<file path="src/rtl/n64_cmd_tx.sv">
// n64_cmd_tx: serializes one command word onto the open-drain N64 bus, MSB first, 4 slots per bit.
// Optional feature macro: N64_TX_ABORT_EN (adds an abort input that kills a frame in flight).
`default_nettype none

module n64_cmd_tx #(
    parameter int TICK_CYCLES = 12,
    parameter int NBITS       = 8
) (
    input  logic             clk,
    input  logic             reset,
    input  logic             start,
    input  logic [NBITS-1:0] data,
`ifdef N64_TX_ABORT_EN
    input  logic             abort,
`endif
    output logic             busy,
    output logic             done,
    output logic             line_oe
);

    localparam int CW = (TICK_CYCLES > 2) ? $clog2(TICK_CYCLES) : 1;
    localparam int BW = $clog2(NBITS + 1);

    localparam logic [1:0] S_IDLE  = 2'd0;
    localparam logic [1:0] S_BIT   = 2'd1;
    localparam logic [1:0] S_STOP  = 2'd2;
    localparam logic [1:0] S_GUARD = 2'd3;

    localparam logic [CW-1:0] RELOAD   = CW'(TICK_CYCLES - 1);
    localparam logic [BW-1:0] LAST_BIT = BW'(NBITS - 1);

    logic [1:0]       state, state_nxt;
    logic [CW-1:0]    cnt, cnt_nxt;
    logic [1:0]       slot, slot_nxt;
    logic [BW-1:0]    bit_idx, bit_nxt;
    logic [NBITS-1:0] shreg, shreg_nxt;
    logic             frame_end;
    logic             oe_nxt, busy_nxt, done_nxt;
    logic             aborting;

`ifdef N64_TX_ABORT_EN
    assign aborting = abort & (state != S_IDLE);
`else
    assign aborting = 1'b0;
`endif

    // State register; outputs are registered copies of the next-state decode.
    always_ff @(posedge clk or posedge reset) begin
        if (reset) begin
            state   <= S_IDLE;
            cnt     <= '0;
            slot    <= '0;
            bit_idx <= '0;
            shreg   <= '0;
            line_oe <= 1'b0;
            busy    <= 1'b0;
            done    <= 1'b0;
        end else begin
            state   <= state_nxt;
            cnt     <= cnt_nxt;
            slot    <= slot_nxt;
            bit_idx <= bit_nxt;
            shreg   <= shreg_nxt;
            line_oe <= oe_nxt;
            busy    <= busy_nxt;
            done    <= done_nxt;
        end
    end

    always_comb begin
        state_nxt = state;
        cnt_nxt   = cnt;
        slot_nxt  = slot;
        bit_nxt   = bit_idx;
        shreg_nxt = shreg;
        frame_end = 1'b0;
        if (state == S_IDLE) begin
            if (start) begin
                shreg_nxt = data;
                cnt_nxt   = RELOAD;
                slot_nxt  = 2'd0;
                bit_nxt   = '0;
                state_nxt = S_BIT;
            end
        end else if (cnt != '0) begin
            cnt_nxt = cnt - 1'b1;
        end else begin
            // Slot boundary: reload the timebase and step the frame.
            cnt_nxt = RELOAD;
            case (state)
                S_BIT: begin
                    if (slot == 2'd3) begin
                        slot_nxt = 2'd0;
                        if (bit_idx == LAST_BIT) begin
                            state_nxt = S_STOP;
                        end else begin
                            bit_nxt   = bit_idx + 1'b1;
                            shreg_nxt = shreg << 1;
                        end
                    end else begin
                        slot_nxt = slot + 1'b1;
                    end
                end
                S_STOP:  state_nxt = S_GUARD;
                default: begin
                    state_nxt = S_IDLE;
                    cnt_nxt   = '0;
                    frame_end = 1'b1;
                end
            endcase
        end
        if (aborting) begin
            state_nxt = S_IDLE;
            cnt_nxt   = '0;
            frame_end = 1'b0;
        end
    end

    always_comb begin
        oe_nxt   = 1'b0;
        busy_nxt = (state_nxt != S_IDLE);
        done_nxt = frame_end;
        case (state_nxt)
            S_BIT:   oe_nxt = (slot_nxt == 2'd0) | ((slot_nxt != 2'd3) & ~shreg_nxt[NBITS-1]);
            S_STOP:  oe_nxt = 1'b1;
            default: oe_nxt = 1'b0;
        endcase
    end

endmodule

`default_nettype wire

</file>
<file path="config.mk">
export PLATFORM = sky130hd
export DESIGN_NAME = n64_cmd_tx
export DESIGN_NICKNAME = d
export VERILOG_FILES = /design/src/rtl/n64_cmd_tx.sv
export SDC_FILE = /design/constraint.sdc
export NUM_CORES = 1
export LEC_CHECK = 0
export CORE_ASPECT_RATIO = 0.8
export CORE_MARGIN = 2
export CORE_UTILIZATION = 45
export DETAILED_ROUTE_END_ITERATION = 10
export PLACE_DENSITY = 0.66
export SLEW_MARGIN = 40
export SYNTH_ARGS = -nofsm -noshare
export SYNTH_HDL_FRONTEND = slang
export SYNTH_SLANG_ARGS = --single-unit
</file>
<file path="constraint.sdc">
create_clock -name clk -period 3.5 [get_ports clk]
set_input_delay 0.7 -clock clk [delete_from_list [all_inputs] [get_ports clk]]
set_output_delay 0.7 -clock clk [all_outputs]
set_load 0.02 [all_outputs]
</file>
Yosys cells after proc, flatten, opt, wreduce, memory -nomap -nowiden

Cells that the tools add are included.

Bits in registers: 23
Input bits: 11
Output and inout port bits: 3
Word-level logic and storage cells: 64

Add/subtract/negate cells: 3
Eq/ne operators: 10
Mux-type cells: 31
Bitwise gates (word level): 3
Reductions and logical operators: 8

Operators by type and width:

| cell                                                                   | number |
|---|---|
| 8-bit two-way mux                                                      | 6 |
| 4-bit two-way mux                                                      | 10 |
| 2-bit two-way mux                                                      | 10 |
| 2-bit != test (second input constant)                                  | 4 |
| 2-bit equality test (second input constant)                            | 3 |
| 2-bit nonzero test                                                     | 3 |
| 5-bit AND reduction                                                    | 1 |
| 4-bit by 1-bit adder with 4-bit output (second input constant)         | 1 |
| 2-bit by 1-bit equality test with 1-bit output (second input constant) | 2 |
| 4-bit by 3-bit equality test with 1-bit output (second input constant) | 1 |
| 2-bit zero test                                                        | 2 |
| 2-bit case mux with 2 select lines                                     | 1 |
| 4-bit nonzero test                                                     | 1 |
| 4-bit by 1-bit subtractor with 4-bit output (second input constant)    | 1 |
| 1-bit two-way mux                                                      | 3 |
| 2-bit by 1-bit adder with 2-bit output (second input constant)         | 1 |
| 1-bit case mux with 2 select lines                                     | 1 |
| 2-bit OR reduction                                                     | 1 |
| 1-bit AND                                                              | 1 |
| 1-bit NOT                                                              | 1 |
| 1-bit bitwise OR                                                       | 1 |

Logic depth before layout (Yosys ltp)

Gate-level depths: netlist of run 1.

Word-level depth: 10
Depth in mapped cells: 11

Least setup slack after synthesis of run 1

No wires, ideal clock.

Kind: register -> register
Start point: register cnt[0]
End point: register line_oe
Arrival time: 1.976 ns
Path slack: 1.392 ns
Stages on the path, launching flop included: 11
Clock period less this slack: 2.108 ns
Path through: dfrtp_1 -> inv_1 -> ha_1 -> or3b_1 -> buf_2 -> o22a_1 -> nor2_1 -> o41a_1 -> ha_1 -> o2111ai_1 -> nand3_1

Word-level cells in the longest chain between the ends: 7

RTL lines:

| element                                                | RTL line | RTL |
|---|---|---|
| start, declared                                        | 33       | `logic [CW-1:0] cnt, cnt_nxt;` |
| start signal, assigned                                 | 60       | `cnt <= cnt_nxt;` |
| 4-bit nonzero test (*)                                 | 85       | `end else if (cnt != '0) begin` |
| 2-bit two-way mux or 8-bit two-way mux (tied branches) | 85       |  |
| 2-bit two-way mux or 8-bit two-way mux (tied branches) | 77       | `if (state == S_IDLE) begin` |
| 2-bit != test or 1-bit NOT (tied branches)             | 124      | `S_BIT: oe_nxt = (slot_nxt == 2'd0) \| ((slot_nxt != 2'd3) & ~shreg_nxt[NBITS-1]);` |
| 1-bit AND                                              | 124      |  |
| 1-bit bitwise OR                                       | 124      |  |
| 1-bit case mux with 2 select lines (*)                 | 123      | `case (state_nxt)` |
| net oe_nxt                                             | 38       | `logic oe_nxt, busy_nxt, done_nxt;` |
| end signal, assigned                                   | 64       | `line_oe <= oe_nxt;` |
| end, declared                                          | 18       | `output logic line_oe` |

Mark *: on every way through the listed nets, which the timed path passes. The rest lies on a longest branch. The select of a mux whose other input is x is not followed.
A chain may end at the register's enable or synchronous reset.

Worst setup path after layout of run 1

Start point: register state[1]
End point: register line_oe

Word-level cells in the longest chain between the ends: 8

RTL lines:

| element                                                | RTL line | RTL |
|---|---|---|
| start, declared                                        | 32       | `logic [1:0] state, state_nxt;` |
| start signal, assigned                                 | 59       | `state <= state_nxt;` |
| 2-bit by 1-bit equality test with 1-bit output         | 90       | `case (state)` |
| 2-bit two-way mux or 8-bit two-way mux (tied branches) | 90       |  |
| 2-bit two-way mux or 8-bit two-way mux (tied branches) | 85       |  |
| 2-bit two-way mux or 8-bit two-way mux (tied branches) | 77       |  |
| 2-bit != test or 1-bit NOT (tied branches)             | 124      |  |
| 1-bit AND                                              | 124      |  |
| 1-bit bitwise OR                                       | 124      |  |
| 1-bit case mux with 2 select lines (*)                 | 123      |  |
| net oe_nxt                                             | 38       |  |

Marks and branches as above.

==> results of run 1 <==
power by group:
part	switching, uW	internal [uW]	leakage [uW]
sequential	49.1	329	0.000283
combinational	122	115	0.000398
clock	82.1	44.6	0.0000150
total	254	488	0.000697
layer usage:
layer,global-route usage (%),up-vias
li1,-,480
met3,4.98,5
met5,0,-
met4,6.52,0
met2,26.5,12
met1,21.5,444
state kept, by name, indices dropped and copies added (netlist names):
name and cells:
bit_idx 4, busy 1, cnt 4, done 1
line_oe 1, shreg 8, slot 2, state 2
per-stage QoR:
stage / instances / utilization (%)
after floorplan: 131 / -
after global placement: 178 / 52.4
after detailed placement: 178 / 52.4
after CTS: 182 / 53.4
after global routing: 182 / 53.4
final: 182 / 53.4
path summary, 6_finish.rpt:
kind	startpoint	end	slack, ns
setup / recovery	state[1]	line_oe	1.06
hold / removal	shreg[2]	shreg[2]	0.49
setup reg to reg	state[1]	line_oe	1.06
hold reg to reg	shreg[2]	shreg[2]	0.49
max in group asynchronous	reset	slot[0]	2.46
min in group asynchronous	reset	shreg[2]	0.70
cell families after synthesis:
group | Yosys count
AO/OA/AOI/OAI | 30
AND/OR/NAND/NOR | 44
buffers and inverters | 19
multiplexers | 5
flip-flops | 23
adder cells (fa/ha/maj) | 10
cell usage after synthesis:
| cell | number |
|---|---|
| o41ai_1 | 1 |
| mux2_2 | 1 |
| a22oi_1 | 6 |
| o41a_1 | 1 |
| a2bb2oi_1 | 1 |
| nor2b_1 | 3 |
| dfrtp_1 | 23 |
| nor3_1 | 2 |
| and2_1 | 1 |
| nand2_1 | 17 |
| a22o_1 | 2 |
| mux2_4 | 1 |
| a32oi_1 | 1 |
| buf_2 | 4 |
| nand3_1 | 2 |
| o21ai_0 | 4 |
| and4_1 | 1 |
| o2111ai_1 | 1 |
| a41oi_1 | 1 |
| nand3b_1 | 1 |
| or3b_1 | 1 |
| o22a_1 | 3 |
| mux2i_1 | 3 |
| o21ai_1 | 1 |
| nor2_2 | 1 |
| buf_6 | 1 |
| nor2_1 | 11 |
| or3_1 | 2 |
| inv_1 | 13 |
| a21oi_1 | 8 |
| ha_1 | 10 |
| nor3b_4 | 1 |
| clkbuf_1 | 1 |
| nand4_1 | 1 |
worst reg2reg max path, stage by stage, from the launching register on:
cell       delay (ns)
dfrtp_1          0.45
inv_1            0.10
ha_1             0.41
and2_1           0.35
o21ai_0          0.13
a2bb2oi_1        0.14
o22a_1           0.22
ha_1             0.34
o2111ai_1        0.10
nand3_1          0.08
area by class of cell:
type	count	area [um^2]	area share (%)
inverters	13	48.8	3.36
clock buffers	4	26.3	1.81
well taps	38	47.5	3.27
flip-flops and latches	23	576	39.6
multi-input cells	89	609	41.9
repair buffers	15	145	9.99
placed cells by master, fill, tap and decap left out, drive strengths merged, types with 2 or more instances in the layout:
| cell | n |
|---|---|
| nand3 | 2 |
| nor2 | 12 |
| clkdlybuf4s50 | 13 |
| nor3 | 2 |
| mux2i | 3 |
| o21ai | 5 |
| nor2b | 3 |
| a22oi | 6 |
| clkbuf | 4 |
| dfrtp | 23 |
| inv | 13 |
| or3 | 2 |
| a21oi | 8 |
| ha | 10 |
| buf | 2 |
| o22a | 3 |
| a22o | 2 |
| nand2 | 17 |
| mux2 | 2 |
==> results list, run 1 <==
- The flow ran to the end, and the final reports show no timing, DRC or antenna violations.
- Endpoints failing setup: 0
- The floorplan step defined a die boundary enclosing 3260 um^2.
- Worst voltage drop across the vdd grid: between 200 and 300 uV
- After synthesis, the cell types taking the most area are dfrtp_1 45%, ha_1 9.9%, nand2_1 5.0%, inv_1 3.8%, a22oi_1 3.6%.
- Number of filler instances in the final layout: 270
- For this run, the post-layout net count is 166.
- Kind of start point of the critical path: register
- Root buffer cell: clkbuf_4
* Arrival time of data at the critical path endpoint: 2.64 ns
- Global routing finished with a remaining overflow of 0.
* Final Cell Area: between 1000 and 1500 um^2
- CP required: 3.70 ns
* Top-Level Pins: 14
- Cell depth of the worst setup path: 9
- The worst pin sits at a relative slew slack of 67.7%.
- Overall die height: 51.5 um
- Cell depth of the worst hold path: 2
* Count of max-cap constraint violations: 0
- The mapped netlist covers 1270 um^2.
- Wires add up to roughly 2400 um.
* Post-CTS Repair Setup Buffers: 0
- Setup repair after global routing missed its margin: false
* Length in cells of the worst reg-to-reg path: 9
- For this block, the initial DRC count from the detailed router was 49.
- The die is 63.4 um wide.
- Overall power: 742 uW
- Main combinational cell family by area after synthesis: simple AND/OR/NAND/NOR gates
- Number of CTS-inserted buffers: 3
- In the final timing run, aggregate negative setup slack is 0 ns.
* Share of the clock period used by the worst path: a little over two thirds
- Detailed routing placed a total of 83 um of wire on met3.
- Number of warnings reported in the yosys synthesis log: 0
- H-tree depth: 1
- Power density cells: 511 nW/um^2
- Worst-path fanout max: 13
* Register area share after synthesis: between 40 and 50%
- Clk_skew: approximately 0.011 ns
- Global Route Usage Sum: 16.6%
- Walking the worst path, the cells encountered are inv_1, ha_1, and2_1, o21ai_0, a2bb2oi_1, o22a_1, ha_1, o2111ai_1, nand3_1.
* Share of layout cells above drive strength 1: ~6.9%
- Post-synthesis cell type count: 34
* Post-synthesis simple-gate area fraction: 17.3%
- The via count of the first global-routing pass came to 893.
- Most used cell, CP: ha_1
- Drt pass-1 iters: 4
* Synth Area in Compound Gates: 16.5%
- Max clock buf depth: 2
- At the end of routability-driven placement, the weighted congestion stood at 0.729.
- For the pin with the worst max-slew slack, the measured transition is 0.484 ns.
- Area growth, synth to finish: 14.5%
- Number of clock sinks: 23
- The floorplan step defined a core boundary enclosing 2720 um^2.
- In the routed design, unresolved DRC markers number 0.
* CP top delay family: adder cells
- Fin crit period: 2.44 ns
* Post-route worst setup slack: 1.06 ns
- Dividing the synthesized area by the synthesized cell count gives 9.68 um^2.
- The initial antenna violation count was 0.
- The initial utilization of the core area, before any placement, comes to a little under half.
* Maximum number of pins on one net before global-route repair: 24
- Quantity of I/O buffers inserted on ports: 13
* Instance area after placement: around 1400 um^2
* Instance count of the mapped netlist: 131
- Post-Syn Nets: 152
* Area share of fa/ha/maj cells after synthesis: 9.86%
* Wire length of the first global-routing pass: 4080 um
- In the final routing, the length of wire on met1 measures 1200 um.
- Slowest cell on crit path: dfrtp_1
* Top routing layer in use: met4
- Worst hold margin: 0.491 ns
- Number of synthesized register bits: 23
- For this design the static power due to leakage is 0.000697 uW.
* Dominant cell type by area after synthesis: dfrtp_1
- After synthesis, the largest area contributor takes up 45.4% of total cell area.
* Number of standard-cell rows in the floorplan: 17
- The clock reaches the later pin of the worst-skew pair after 0.32 ns.
- The detail route stage leaves a number of antenna-violating nets equal to 0.
- On the worst path, the slowest cell contributes a delay of 0.45 ns.
* Post-CTS Hold Fix Bufs: 0
- Kind of end point of the critical path: register
- Detailed Place HPWL: 1820 um
- The worst setup path is of the register to register kind.
- Pins over their slew limit: 0
* Routed WL per cell: 13.1 um
- Max Clk Rate: 410 MHz
* Clock transition at the register clock pins on the worst setup and hold paths after CTS: approximately 0.13 ns
* Buffers plus inverters on the worst setup path: 1
* Wire length on met2: ~1100 um
* Number of diodes added for antenna fixing: 0
- In the routed layout, each cell is associated on average with a via count of 5.17.
- Hold Violations, Final: 0
- The final route contains 941 vias.
* Dpl ws: 0.862 ns
- TritonCTS built the clock tree.
- The min-delay analysis places its worst path in the category register to register.
- After synthesis, the share of cell area in mux cells is 4.44%.
- Count of instances resized after the clock tree is built: 0
* Xor/xnor cell area share of the yosys netlist: 0%
Note: power is estimated with default switching activity, not from simulation.
==> inputs of run 2 (changes only) <==
==> constraint.sdc (replaced) <==
create_clock -name clk -period 2.5 [get_ports clk]
set_input_delay 0.5 -clock clk [delete_from_list [all_inputs] [get_ports clk]]
set_output_delay 0.5 -clock clk [all_outputs]
set_load 0.02 [all_outputs]
==> results list, run 2 (synthesized netlist as in run 1, its figures left out) <==
* Run status: finished, final reports clean (unchanged)
* Worst-path fanout max: 6 (was 13)
- Wire length of the first global-routing pass: 4270 um (was 4080 um)
* Antenna violations before repair: 0 (unchanged)
- Quantity of I/O buffers inserted on ports: 13 (unchanged)
- GR Overflow Total: 0 (unchanged)
- Top-Level Pins: 14 (unchanged)
* Kind of start point of the critical path: register (unchanged)
- The number of flip-flops under the largest register name is 8 (unchanged).
- Horizontal die dimension: 63.4 um (unchanged)
- The worst IR drop on VDD is 307 uV (was 254 uV).
- Share of layout cells above drive strength 1: 10.1% (was 6.94%)
* H-tree depth: 1 (unchanged)
* Routed WL per cell: 13.4 um (was 13.1 um)
- The total count of max-transition violations in the final report is 0 (unchanged).
- Number of diodes added for antenna fixing: 0 (unchanged)
- Core Footprint: 2720 um^2 (unchanged)
- The number of standard-cell rows in the floorplan is 17 (unchanged).
* Registers with the highest flip-flop counts: shreg x8, bit_idx x4, cnt x4 (unchanged)
* CP required: 2.71 ns (was 3.70 ns)
* Endpoints failing setup: 0 (unchanged)
- Commonest cells after routing, fill and taps aside: 23 x dfrtp_1, 17 x nand2_1, 13 x inv_1, 13 x clkdlybuf4s50_1, 11 x nor2_1 (was 23 x dfrtp_1, 17 x nand2_1, 13 x clkdlybuf4s50_1)
- The setup TNS after final layout was 0 ns (unchanged).
- Routed WL: 2490 um (was 2380 um)
* Post-route worst setup slack: 0.230 ns (was 1.06 ns)
* Maximum number of pins on one net before global-route repair: 24 (unchanged)
- The post-route total power is 1050 uW (was 742 uW).
- The final antenna-violating net count is 0 (unchanged).
- The number of fill cells came to 269 (was 270).
- Share of the clock period used by the worst path: 90.8% (was 69.6%)
- Fin crit period: 2.27 ns (was 2.44 ns)
- Setup repair after global routing missed its margin: false (unchanged).
* Worst Tran Pin Value: 0.545 ns (was 0.484 ns)
* Max-slew headroom at the worst pin: 63.2% (was 67.7%)
- The post-CTS clock slew at the launch and capture registers of the worst setup and hold paths came to 0.13 ns (about the same).
- Max clock buf depth: 2 (unchanged)
- The total setup buffers inserted after CTS is 0 (unchanged).
- Post-CTS Hold Fix Bufs: 0 (unchanged)
- Worst-skew pair later-pin latency: 0.32 ns (about the same)
* Global Route Usage Sum: 16.9% (was 16.6%)
- The die area came to 3260 um^2 (unchanged).
* Kind of end point of the critical path: register (unchanged)
- The via count of the first global-routing pass is 900 (was 893).
- The max-capacitance violation count came to 0 (unchanged).
- Detailed Place HPWL: 1920 um (was 1820 um)
- The global placement routability congestion was 0.789 (was 0.729).
* Final layout net count: 170 (was 166)
- DRC violations left: 0 (unchanged)
- Worst hold margin: 0.494 ns (was 0.491 ns)
- Power density cells: 705 nW/um^2 (was 511 nW/um^2)
- The mean number of vias per cell was 5.25 (was 5.17).
* Class of the tightest hold or removal check: primary input to asynchronous set/reset pin (was register to register)
* Via count of the routed design: 976 (was 941)
- Category of the critical setup timing path: register to register (unchanged)
* Initial standard-cell utilization of the core: 46.6% (unchanged)
- Leading cell type in the layout, fill and taps excluded: dfrtp_1 (unchanged)
* First-iteration detailed-routing DRC count: 51 (was 49)
- Arrival time of data at the critical path endpoint: 2.48 ns (was 2.64 ns)
- The count of cells resized by post-cts repair came to 0 (unchanged).
* Number of CTS-inserted buffers: 3 (unchanged)
* Hold Violations, Final: 0 (unchanged)
- Largest register by flop count: shreg (unchanged)
- The largest clock skew in the final design is 0.0135 ns (was 0.0108 ns).
- Max Clk Rate: 441 MHz (was 410 MHz)
- Area growth, synth to finish: 17.2% (was 14.5%)
- The buffer type at the clock tree root is clkbuf_4 (unchanged).
- Number of clock sinks: 23 (unchanged)
- Cell leakage power: 0.000723 uW (was 0.000697 uW)
- The vertical die dimension was 51.5 um (unchanged).
- The worst-case setup slack after placement is 0.160 ns (was 0.862 ns).
- Clock tree from TritonCTS: yes (unchanged)
* Drt pass-1 iters: 4 (unchanged)
-- run 2: metrics by stage --
| step | std cells | utilization, % | cell area, um^2 |
|---|---|---|---|
| after CTS | 186 | 54.5 | 1480 |
| final | 186 | 54.6 | 1490 |
| after global placement | 182 | 53.5 | 1460 |
| after detailed placement | 182 | 53.5 | 1460 |
| after floorplan | 131 | - | 1270 |
| after global routing | 186 | 54.6 | 1490 |
-- run 2: worst max-delay path, stage by stage (launching register included) --
cell and delay (ns):
dfrtp_1 0.43, inv_1 0.12, ha_1 0.16, or3b_4 0.42, nor2_1 0.15, a2bb2oi_1 0.09
o22a_1 0.23, ha_1 0.35, o2111ai_1 0.11, nand3_1 0.10
-- run 2: final timing paths --
check / from / to / slack, ns / cells past startpoint
setup / recovery: cnt[0] / line_oe / 0.23 / 9
hold / removal: reset / slot[0] / 0.49 / 3
setup reg to reg: cnt[0] / line_oe / 0.23 / 9
hold reg to reg: shreg[4] / shreg[4] / 0.50 / 2
max in group asynchronous: reset / cnt[2] / 1.77 / 3
min in group clk: shreg[4] / shreg[4] / 0.50 / 2
-- run 2: cell type report --
| class | instances | area, um^2 | area share [%] |
|---|---|---|---|
| Sequential cell | 23 | 576 | 38.7 |
| Clock inverter | 1 | 5.00 | 0.337 |
| Tap cell | 38 | 47.5 | 3.20 |
| Multi-Input combinational cell | 89 | 612 | 41.2 |
| Timing Repair Buffer | 19 | 175 | 11.8 |
| Clock buffer | 3 | 22.5 | 1.52 |
| Inverter | 13 | 48.8 | 3.28 |
-- run 2: power breakdown --
part           switching [uW]  total [uW]  internal, uW
registers                74.7         535           460
clock network             110         170          59.9
logic                     177         343           166
-- run 2: layer usage --
layer / up-vias / track usage, % / part of all wire (%)
li1: 482 / - / -
met1: 473 / 24.9 / 52
met2: 18 / 25.1 / 43
met3: 3 / 5.19 / 4.5
met4: 0 / 2.17 / 0.56
met5: - / 0 / 0
==> inputs of run 3 (changes only) <==
--- a/config.mk
+++ b/config.mk
@@ -6,11 +6,11 @@
 export NUM_CORES = 1
 export LEC_CHECK = 0
 export CORE_ASPECT_RATIO = 0.8
-export CORE_MARGIN = 2
+export CORE_MARGIN = 1.5
 export CORE_UTILIZATION = 45
 export DETAILED_ROUTE_END_ITERATION = 10
 export PLACE_DENSITY = 0.66
-export SLEW_MARGIN = 40
+export SLEW_MARGIN = 20
 export SYNTH_ARGS = -nofsm -noshare
 export SYNTH_HDL_FRONTEND = slang
 export SYNTH_SLANG_ARGS = --single-unit
==> results list, run 3 (synthesized netlist as in run 1, its figures left out) <==
- Run status: finished, final reports clean (unchanged).
- Hold path startpoint: shreg[6]
* Slowest cell delay on critical path: 0.47 ns (was 0.43 ns)
- Final weighted congestion in routability-driven placement: 0.785 (was 0.789)
- The worst IR drop on VDD came to 404 uV (was 307 uV).
* Worst-path fanout max: 6 (unchanged)
- The hold buffer count at cts came to 0 (unchanged).
- Count of max-cap constraint violations: 0 (unchanged)
* Power density cells: 700 nW/um^2 (was 705 nW/um^2)
* Category of the critical setup timing path: register to register (unchanged)
* Clk_skew: 0.00893 ns (was 0.0135 ns)
* CP top delay family: simple AND/OR/NAND/NOR gates (unchanged)
- The number of buffers on the longest clock path is 2 (unchanged).
- The final cycle utilization of the critical path came to 95.1% (was 90.8%).
- The path with the worst hold slack has its endpoint at shreg[6].
- Worst-skew pair later-pin latency: 0.31 ns (was 0.32 ns)
- The startpoint of the worst-slack reg-to-reg timing path was cnt[0] (unchanged).
* Max reg flops: 8 (unchanged)
* Remaining antenna violation count after routing: 0 (unchanged)
- The count of cells resized by post-cts repair came to 0 (unchanged).
* Global Route Usage Sum: 16.7% (was 16.9%)
- Max-slew headroom at the worst pin: 61.4% (was 63.2%)
- The clock tree from TritonCTS is yes (unchanged).
* Slowest cell on crit path: or3b_1 (was dfrtp_1)
- Area growth, synth to finish: 17.0% (was 17.2%)
* Leading cell type in the layout, fill and taps excluded: dfrtp_1 (unchanged)
- Kind of end point of the critical path: register (unchanged)
- Detailed Place HPWL: 1850 um (was 1920 um)
- Reg-to-reg setup timing slack: 0.12 ns (was 0.23 ns)
- Kind of start point of the critical path: register (unchanged)
- Initial standard-cell utilization of the core: 46.6% (unchanged)
- Final layout net count: 170 (unchanged)
- Accumulated negative setup slack: 0 ns (unchanged)
- Wire length of the first global-routing pass: 4060 um (was 4270 um)
- The total setup buffers inserted after CTS is 0 (unchanged).
- The count of port buffers added during placement is 13 (unchanged).
- Number of clock sinks: 23 (unchanged)
- The required time of the worst setup path is 2.70 ns (was 2.71 ns).
* Setup repair after global routing missed its margin: false (unchanged)
- Instance area after placement: 1460 um^2 (unchanged)
- Pins over their slew limit: 0 (unchanged)
- The cell area after layout was 1480 um^2 (was 1490 um^2).
- Registers with the highest flip-flop counts: shreg x8, bit_idx x4, cnt x4 (unchanged).
- The count of final hold-check violations was 0 (unchanged).
* Maximum number of pins on one net before global-route repair: 24 (unchanged)
- Routed WL per cell: 13.1 um (was 13.4 um)
- The utilization after layout is 54.5% (was 54.6%).
* Number of standard-cell rows in the floorplan: 17 (unchanged)
* Antenna violations before repair: 0 (unchanged)
* GR Overflow Total: 0 (unchanged)
* Top-Level Pins: 14 (unchanged)
- Worst Tran Pin Value: 0.571 ns (was 0.545 ns)
- Number of CTS-inserted buffers: 3 (unchanged)
- Total Die Area: 3150 um^2 (was 3260 um^2)
- The level count of the clock H-tree was 1 (unchanged).
* Cell depth of the worst hold path: 2
- Max Clk Rate: 421 MHz (was 441 MHz)
- Number of diodes added for antenna fixing: 0 (unchanged)
- The fraction of layout instances using a drive strength above 1 was 9.46% (was 10.1%).
- The destination of the worst register-to-register timing path was line_oe (unchanged).
- Length in cells of the worst reg-to-reg path: 9 (unchanged)
- The number of remaining DRC errors came to 0 (unchanged).
* Root buffer cell: clkbuf_4 (unchanged)
- The iteration-0 DRC count of the detailed router is 40 (was 51).
- Drt pass-1 iters: 4 (unchanged)
- The count of buffering cells on the critical path with inverters included is 1 (unchanged).
- Arrival time of data at the critical path endpoint: 2.58 ns (was 2.48 ns)
- The vertical die dimension came to 50.5 um (was 51.5 um).
- Critical-path cell list: inv_1, ha_1, or3b_1, nor2_1, a2bb2oi_1, o22a_1, ha_1, o2111ai_1, nand3_1 (was inv_1, ha_1, or3b_4, nor2_1, a2bb2oi_1, o22a_1, ha_1, o2111ai_1, nand3_1)
- The post-detailed-routing wire length was 2430 um (was 2490 um).
- The leakage power summed over all cells came to 0.000722 uW (was 0.000723 uW).
* Ratio of routed vias to standard cells: 5.20 (was 5.25)
* Clock transition at the register clock pins on the worst setup and hold paths after CTS: 0.13 ns (about the same)
- The via count of the first global-routing pass is 946 (was 900).
- Commonest cells after routing, fill and taps aside: 23 x dfrtp_1, 17 x nand2_1, 13 x inv_1, 13 x clkdlybuf4s50_1, 11 x nor2_1 (unchanged)
* Largest register by flop count: shreg (unchanged)
- Fin crit period: 2.38 ns (was 2.27 ns)
- The most numerous cell on the critical path is ha_1 (unchanged).
- The placeable core region is 2720 um^2 (unchanged).
* Horizontal die dimension: 62.4 um (was 63.4 um)
* Via count of the routed design: 968 (was 976)
* Class of the tightest hold or removal check: register to register (was primary input to asynchronous set/reset pin)
- Endpoints failing setup: 0 (unchanged)
## run 3: cell counts in the layout (fill, tap and decap cells not counted)
No cell type changed its count.
## run 3: worst register-to-register path, stage by stage (launching register included)
cell       delay (ns)
dfrtp_1          0.43
inv_1            0.12
ha_1             0.18
or3b_1           0.47
nor2_1           0.19
a2bb2oi_1        0.11
o22a_1           0.23
ha_1             0.34
o2111ai_1        0.11
nand3_1          0.10
## run 3: metal layers
| metal | vias to the layer above | track usage (%) | share of wire (%) |
|---|---|---|---|
| met1 | 466 | 22.8 | 52 |
| met4 | 0 | 2.96 | 0.53 |
| met5 | - | 0 | 0 |
| met2 | 13 | 26.8 | 45 |
| met3 | 2 | 4.93 | 2.8 |
| li1 | 487 | - | - |
## run 3: cell type report
cell class | count | area [um^2]
clock buffers | 3 | 22.5
inverters | 13 | 48.8
flip-flops and latches | 23 | 576
repair buffers | 19 | 175
well taps | 38 | 47.5
clock inverters | 1 | 5.00
multi-input cells | 89 | 609
fillers | 264 | 1240
## run 3: through the flow
step	hold slack [ns]	power, uW	setup WS (ns)	cells
floorplan	0.446	776	0.392	131
global placement	0.460	848	0.257	182
detailed placement	0.463	877	0.172	182
CTS	0.495	1050	0.148	186
global route	0.521	1120	0.00140	186
finish	0.492	1040	0.122	186
## run 3: how the worst max path moves through the flow
stage,start,endpoint,slack [ns],cells after the start
after global placement,start,line_oe,0.26,8
after detailed placement,start,line_oe,0.17,8
final,cnt[0],line_oe,0.12,9
after CTS,cnt[0],line_oe,0.15,9
after floorplan,cnt[0],line_oe,0.39,10
after global routing,cnt[0],line_oe,0.001,9
## run 3: report_power, final
group          leakage (uW)  switching, uW  internal (uW)
clock network     0.0000177            109           59.8
registers          0.000283           71.5            460
logic              0.000421            174            164
total              0.000722            354            684
